$ cat config.mk
export PLATFORM = sky130hd
export DESIGN_NAME = seg7_display_scanner
export DESIGN_NICKNAME = d
export VERILOG_FILES = /design/src/rtl/seg7_pkg.sv /design/src/rtl/seg7_hex_decoder.sv /design/src/rtl/seg7_display_scanner.sv
export SDC_FILE = /design/constraint.sdc
export NUM_CORES = 1
export LEC_CHECK = 0
export BUFFER_PORTS_ARGS = -buffer_cell sky130_fd_sc_hd__buf_2
export CAP_MARGIN = 40
export CORE_MARGIN = 2
export CORE_UTILIZATION = 50
export CTS_BUF_LIST = sky130_fd_sc_hd__clkbuf_2 sky130_fd_sc_hd__clkbuf_4 sky130_fd_sc_hd__clkbuf_8
export DETAILED_ROUTE_END_ITERATION = 6
export PLACE_DENSITY = 0.84
export SLEW_MARGIN = 40
export SYNTH_ARGS = -nofsm -noshare
export SYNTH_HDL_FRONTEND = slang
export SYNTH_SLANG_ARGS = --single-unit
$ cat constraint.sdc
create_clock -name clk -period 2.17 [get_ports clk]
set_input_delay 0.434 -clock clk [delete_from_list [all_inputs] [get_ports clk]]
set_output_delay 0.434 -clock clk [all_outputs]
set_load 0.01 [all_outputs]
$ cat src/rtl/seg7_pkg.sv
// Shared constants and the active-low hex-to-7-segment decode for the display scanner.
package seg7_pkg;

  localparam logic [6:0] SEG_BLANK = 7'h7F;
  localparam logic [7:0] AN_NONE   = 8'hFF;

  // Prescaler width: enough bits to hold REFRESH_DIV-1, never less than one bit.
  function automatic int unsigned presc_width(input int unsigned div);
    return (div > 2) ? $clog2(div) : 1;
  endfunction

  // Active-low segments, bit order g..a.
  function automatic logic [6:0] hex7(input logic [3:0] nib);
    case (nib)
      4'h0:    return 7'h40;
      4'h1:    return 7'h79;
      4'h2:    return 7'h24;
      4'h3:    return 7'h30;
      4'h4:    return 7'h19;
      4'h5:    return 7'h12;
      4'h6:    return 7'h02;
      4'h7:    return 7'h78;
      4'h8:    return 7'h00;
      4'h9:    return 7'h10;
      4'hA:    return 7'h08;
      4'hB:    return 7'h03;
      4'hC:    return 7'h46;
      4'hD:    return 7'h21;
      4'hE:    return 7'h06;
      default: return 7'h0E;
    endcase
  endfunction

endpackage

$ cat src/rtl/seg7_hex_decoder.sv
// Combinational nibble to active-low 7-segment pattern.
module seg7_hex_decoder
  import seg7_pkg::*;
(
  input  logic [3:0] nibble,
  output logic [6:0] seg
);

  always_comb seg = hex7(nibble);

endmodule

$ cat src/rtl/seg7_display_scanner.sv
// Time-multiplexed common-anode 7-segment scanner with a once-per-frame snapshot of value_in.
// Optional SEG7_LEADING_ZERO_BLANK_EN blanks slots above the most significant nonzero nibble.
module seg7_display_scanner
  import seg7_pkg::*;
#(
  parameter int unsigned REFRESH_DIV = 100000,
  parameter int unsigned NUM_DIGITS  = 8
) (
  input  logic        clk,
  input  logic        reset,
  input  logic        enable,
  input  logic [31:0] value_in,
  output logic [7:0]  an,
  output logic [6:0]  seg,
  output logic        dp,
  output logic        frame_done
);

  localparam int unsigned   PW         = presc_width(REFRESH_DIV);
  localparam logic [PW-1:0] PRESC_LAST = PW'(REFRESH_DIV - 1);
  localparam logic [2:0]    IDX_LAST   = 3'(NUM_DIGITS - 1);

  logic [PW-1:0] presc_q, presc_d;
  logic [2:0]    idx_q, idx_d;
  logic [31:0]   snap_q, snap_d;
  logic [7:0]    an_q, an_d;
  logic [6:0]    seg_q, seg_d;
  logic          frame_done_q, frame_done_d;
  logic          tick, wrap, slot_lit;
  logic [3:0]    nibble;
  logic [6:0]    nibble_seg;

  assign tick   = enable && (presc_q == PRESC_LAST);
  assign wrap   = tick && (idx_q == IDX_LAST);
  assign nibble = 4'(snap_q >> {idx_q, 2'b00});

  seg7_hex_decoder u_dec (
    .nibble (nibble),
    .seg    (nibble_seg)
  );

`ifdef SEG7_LEADING_ZERO_BLANK_EN
  logic [2:0] msd;

  // Digit 0 is never blanked, so an all-zero snapshot still shows a single '0'.
  always_comb begin
    msd = '0;
    for (int unsigned i = 1; i < NUM_DIGITS; i++) begin
      if (snap_q[4*i +: 4] != 4'h0) msd = 3'(i);
    end
  end

  assign slot_lit = (idx_q <= msd);
`else
  assign slot_lit = 1'b1;
`endif

  always_comb begin
    presc_d      = presc_q;
    idx_d        = idx_q;
    snap_d       = snap_q;
    frame_done_d = wrap;
    an_d         = AN_NONE;
    seg_d        = SEG_BLANK;
    if (enable) begin
      if (tick) begin
        presc_d = '0;
        idx_d   = (idx_q == IDX_LAST) ? '0 : idx_q + 3'd1;
      end else begin
        presc_d = presc_q + PW'(1);
      end
      if (slot_lit) begin
        an_d  = ~(8'b1 << idx_q);
        seg_d = nibble_seg;
      end
    end
    if (wrap) snap_d = value_in;
  end

  always_ff @(posedge clk or negedge reset) begin
    if (!reset) begin
      presc_q      <= '0;
      idx_q        <= '0;
      snap_q       <= '0;
      an_q         <= AN_NONE;
      seg_q        <= SEG_BLANK;
      frame_done_q <= 1'b0;
    end else begin
      presc_q      <= presc_d;
      idx_q        <= idx_d;
      snap_q       <= snap_d;
      an_q         <= an_d;
      seg_q        <= seg_d;
      frame_done_q <= frame_done_d;
    end
  end

  assign an         = an_q;
  assign seg        = seg_q;
  assign dp         = 1'b1;
  assign frame_done = frame_done_q;

endmodule
Word level (Yosys, flattened, before mapping). Memories as Yosys holds them, arrays and structs flattened. Cells that the tools add are included.

Bitwise operators: 1. Reduce and logical (&&, ||, !) cells: 3. Equality and inequality tests: 2. Muxes and demuxes: 4. Shift operators: 2. Add/subtract/negate cells: 2.

Operator list (count): 32-bit by 5-bit >> shifter with 4-bit output (1); 17-bit by 1-bit adder with 17-bit output (second input constant) (1); 17-bit equality test (second input constant) (1); 17-bit two-way mux (1); 8-bit two-way mux (1); 8-bit NOT (1); 1-bit by 3-bit << shifter with 8-bit output (first input constant) (1); 7-bit two-way mux (1); 3-bit by 1-bit adder with 3-bit output (second input constant) (1); 3-bit equality test (second input constant) (1); 3-bit two-way mux (1); 1-bit logical AND (2); 2-bit AND reduction (1).

Word-level logic and storage cells: 21. Bits in read-only memories: 112. Bits of input ports: 35. Output and inout port bits: 17. Memories: 1. Flip-flop bits (word level): 68.

Memories: (name not given) (depth 16, bits a word 7, rd ports 1, clocked after memory_dff 0, write ports 0, line seg7_pkg.sv:14) `case (nib)`.

Depth between registers and ports, before layout.
Depth in word-level cells: 3. Mapped depth: 8.

Modules after synthesis. From an unflattened synthesis, not the netlist that was laid out.

Cells, all modules: 262. Area total of the unflattened synthesis: 3404.5 µm².

Modules (own cells, without submodules): seg7_display_scanner (cells an instance 230, times used 1, seq. area each 1720.4 µm², area an instance 3129.3 µm²); seg7_hex_decoder (cells an instance 32, times used 1, seq. area each 0.0 µm², area an instance 275.3 µm²).

Least setup slack after synthesis. OpenSTA, ideal clock, no wires.

Path kind: register to register. From: register idx_q[0]. To: register seg_q[0] (netlist: seg[0]). Setup time: 0.080 ns. Path slack: -0.107 ns. Path buffers: 1. Period minus slack after synthesis: 2.277 ns. Required time: 2.090 ns. Cell stages (with the launch flop): 8. Data arrival time: 2.197 ns. Cell sequence: dfrtp_1 > buf_6 > mux4_2 > mux2i_2 > inv_1 > ha_1 > mux2_2 > o22a_1.

Longest elaborated chain between the ends: 3.

Ends and longest elaborated chain: start: declaration (line seg7_display_scanner.sv:24) `logic [2:0] idx_q, idx_d;`; start signal: assignment (line seg7_display_scanner.sv:90) `idx_q <= idx_d;`; 32-bit by 5-bit >> shifter with 4-bit output (line seg7_display_scanner.sv:35) `assign nibble = 4'(snap_q >> {idx_q, 2'b00});`; memory 16 x 7 bit; 7-bit two-way mux (line seg7_display_scanner.sv:65) `if (enable) begin`; net seg_d[0] (line seg7_display_scanner.sv:27) `logic [6:0] seg_q, seg_d;`; end signal: assignment (line seg7_display_scanner.sv:93) `seg_q <= seg_d;`; end: declaration (line seg7_display_scanner.sv:27).

The timed path passes the listed nets, and every way through them passes these cells. A chain may end at the register's enable or synchronous reset.

Final worst setup path. Same ends and word-level chain as after synthesis.

==> impl.org <==
** Outcome
- Result of the run :: complete, no violations

** Yosys
- Commonest register cell after synthesis :: dfrtp_1
- Yosys synthesis warning count :: 0
- Synthesis produced around 250 cells.
- Sequential cells were found to cover 51.6% of the synthesized design area.
- Yosys cell types :: 39
- Each instance of the synthesized netlist takes up on average about 13 um2.
- Proportion of register bits with asynchronous set or reset after synthesis :: 100%
- In this run the cell area of the synthesized design comes to 0.00334 mm2.
- Number of enable flip-flop cells after synthesis :: 0
- Yosys instantiated no cell more often than dfrtp_1.
- Commonest cells in the synthesized netlist :: dfrtp_1 (53), mux2_4 (29), nand2_1 (22)
- Share of the synthesized area in the top cell type :: between 30% and 40%
- Synthesis inferred 68 register bits.
- Cell taking the most area after synthesis :: dfrtp_1
- Syn_nets :: between 200 and 300
- Dominant cells by area after synthesis :: dfrtp_1 (40%), mux2_4 (13%), dfstp_2 (12%)

** Global routing
- Pin count of the biggest net entering global routing :: 69
- Summed over all layers, the global routing overflow is 0.
- The via count of the first global-routing pass came to 2,255.
- The first global-routing pass estimated 11.0 mm of wire.
- Initial antenna violation count :: 0
- Global routing used between 10% and 20% of the available tracks.

** Power and ir drop
- Worst voltage drop across the vdd grid :: 468 uV
- Leakage power total :: 0.00205 uW
- Power spread over the standard cell area amounts to 678 mW/mm2.

** Clock tree
- TritonCTS built the clock tree.
- In this run the number of H-tree levels came out at 3.
- The clock reaches the later pin of the worst-skew pair after 0.35 ns.
- Hold buffer count at cts :: 0
- Buffer cell driving the clock tree root :: clkbuf_8
- Clock tree synthesis found a total of a little under 70 sinks.
- Buffers inserted during clock tree synthesis total 9.
- The clock passes through at most 2 buffers.
- Post-CTS clock slew at the launch and capture registers of the worst setup and hold paths :: 0.08 ns

** Worst setup path
- R2R cell count :: 6
- STA puts the critical path data arrival time at between 2 and 2.5 ns.
- Critical Path, Cell by Cell :: mux4_2, mux2i_4, inv_1, ha_2, mux2_2, o22a_1
- Of all nets on the critical path, the largest fanout is 7.
- Data on the critical path is required at its endpoint by approximately 2.5 ns.
- Largest stage delay on the critical path :: 0.57 ns
- STA classifies the critical path endpoint as a register.
- The critical path in this run is classified as reg -> reg.
- Startpoint type of the worst setup path :: register
- FF-to-FF Start :: idx_q[0]$_DFFE_PN0P_
- Critical-path top delay cell :: mux4_2
- Setup slack on the worst reg-to-reg path comes out at 0.07 ns.
- In this run the critical register-to-register path is captured at seg[0]$_DFF_PN1_.

** Routing
- After detailed routing, the number of vias per cell comes to roughly 5.5.
- Drt total wl :: around 6.4 mm
- First-iteration detailed-routing DRC count :: 140
- Post-route DRC :: 0
- The count of nets left with antenna violations once routing finished came out at 0.
- Avg WL per Cell :: 16.1 um
- Total via count in the routed design :: between 2k and 2.5k
- The first TritonRoute pass finished after 4 iterations.

** Die
- The floorplan step set the die width to 85.7 um.
- The floorplan step defined a core boundary enclosing 0.00639 mm2.
- For this configuration, the core starts out at a cell density of 52.2%.
- Die Y :: 85.7 um
- Row count :: 29
- In this run the count of I/O pins placed on the die edge is 52.
- Die area :: around 0.0073 mm2

** Job
- Max-cap violation count :: 0

** STA
- For the pin with the worst max-slew slack, the measured transition is between 0.6 and 0.7 ns.
- The tightest hold path in the finished design has a slack of 0.0604 ns.
- The final critical path takes up 96.6% of the cycle.
- For the final database, setup skew stands at 0.0133 ns.
- Setup violations remaining at the end of the flow were counted as 0.
- Relative slew slack :: 59.2%
- After routing, the total negative slack on setup checks comes to 0 ns.
- The hold violation count in the final report is 0.
- Number of max-slew violations in the final report :: 0
- Fmax achieved :: approximately 0.48 GHz
- Subtracting the final worst setup slack from the clock period gives 2.10 ns.

** Placement
- Detailed placement finished with a half-perimeter wire length of 4.52 mm.
- RePlAce Congestion :: 0.801
- Port buffering added 50 buffers.

** Layout
- Area delta synth->final :: 19.8%
- Final net count :: approximately 360
- Utilization of the core after routing :: 62.6%
- N_diodes :: 0
- Layout cells sized above 1 :: 45.9%

** Worst hold path
- Type of the tightest min-delay check :: in -> async
## repair_timing
| item | in CTS | in global routing |
|---|---|---|
| gates resized for setup | 0 | 2 |
| buffers inserted | 2 | 5 |
| cloned | 0 | 0 |
| endpoints found under the setup margin | 1 | 5 |
## critical path: cells and delay by family, from the launching register on
kind | cells | cell delay (ns)
mux | 3 | 1.02
flops | 1 | 0.48
fa+ha+maj | 1 | 0.21
compound gates | 1 | 0.21
buf+inv | 1 | 0.10
## final cells by class
class	instances	area, um2
Clock inverter	7	91.3
Timing Repair Buffer	67	415
Sequential cell	68	1720
Clock buffer	9	124
Fill cell	475	2390
Inverter	10	37.5
Tap cell	77	96.3
Multi-Input combinational cell	159	1510
## stage by stage
step	area [um2]	total power [uW]	setup slack [ns]	cells
floorplan	3350	1500	0.00906	248
global placement	3720	1580	0.0901	374
detailed placement	3720	1600	0.00133	374
CTS	3950	2740	0.0352	392
global route	4000	2820	-0.0214	397
finish	4000	2710	0.0738	397
## how the worst max path moves through the flow
stage                               startpoint          endpoint  slack, ns  cells after the start
after detailed placement  idx_q[0]$_DFFE_PN0P_  seg[0]$_DFF_PN1_      0.001                      6
after floorplan           idx_q[0]$_DFFE_PN0P_  seg[0]$_DFF_PN1_      0.009                      7
after global routing      idx_q[0]$_DFFE_PN0P_  seg[0]$_DFF_PN1_      -0.02                      7
after CTS                 idx_q[0]$_DFFE_PN0P_  seg[0]$_DFF_PN1_       0.04                      6
final                     idx_q[0]$_DFFE_PN0P_  seg[0]$_DFF_PN1_       0.07                      6
after global placement    idx_q[0]$_DFFE_PN0P_  seg[0]$_DFF_PN1_       0.09                      6
## power breakdown
group	total [uW]	internal [uW]	switching [uW]	leakage (uW)
Sequential	1390	1320	61.5	0.000873
Combinational	187	86.1	101	0.00107
Clock	1140	642	495	0.000109
## placed cells by master (no fill, tap or decap), types with 2 or more instances in the layout
cell type / Yosys / routed
nand3_1: 11 / 11
clkinv_2: 0 / 3
mux2_4: 29 / 29
mux2i_4: 1 / 2
xor2_1: 4 / 4
o221ai_1: 3 / 3
ha_1: 13 / 11
o22a_1: 2 / 2
nor2_1: 11 / 11
dfstp_2: 15 / 15
inv_1: 9 / 9
o21ai_0: 4 / 4
mux4_2: 6 / 6
ha_2: 0 / 2
buf_12: 0 / 3
mux2_2: 6 / 6
mux2i_1: 10 / 10
nor4_1: 2 / 2
clkbuf_8: 0 / 9
nand2_1: 22 / 22
nand4_1: 7 / 7
xnor2_1: 10 / 10
dfrtp_1: 53 / 52
buf_4: 2 / 14
buf_2: 3 / 50
bufinv_16: 0 / 2
nor3_1: 4 / 4
## registers in the layout (all words and copies together) (netlist names)
register    cells
snap_q         32
presc_q        17
an              8
seg             7
idx_q           3
frame_done      1
## metal layers
metal  GRT usage [%]  vias up  routed length, um
li1                -     1006                  -
met1            26.1     1102               2870
met2            30.8       63               3090
met3            5.00       15                284
met4            9.52        0                156
met5               0        -                  0
## kinds of logic (layout without fill, tap and decap cells)
logic type / Yosys count / after routing / synth area share [%]
muxes: 53 / 53 / 23.2
buffers and inverters: 21 / 93 / 3.60
other: 1 / 1 / 0.112
xor gates and xnor gates: 14 / 14 / 3.68
and+or+nand+nor: 65 / 65 / 10.1
adders and majority gates: 13 / 13 / 4.88
AOI/OAI and AO/OA: 13 / 13 / 2.89
DFF: 68 / 68 / 51.6
Power figures use the tool's default switching activity.
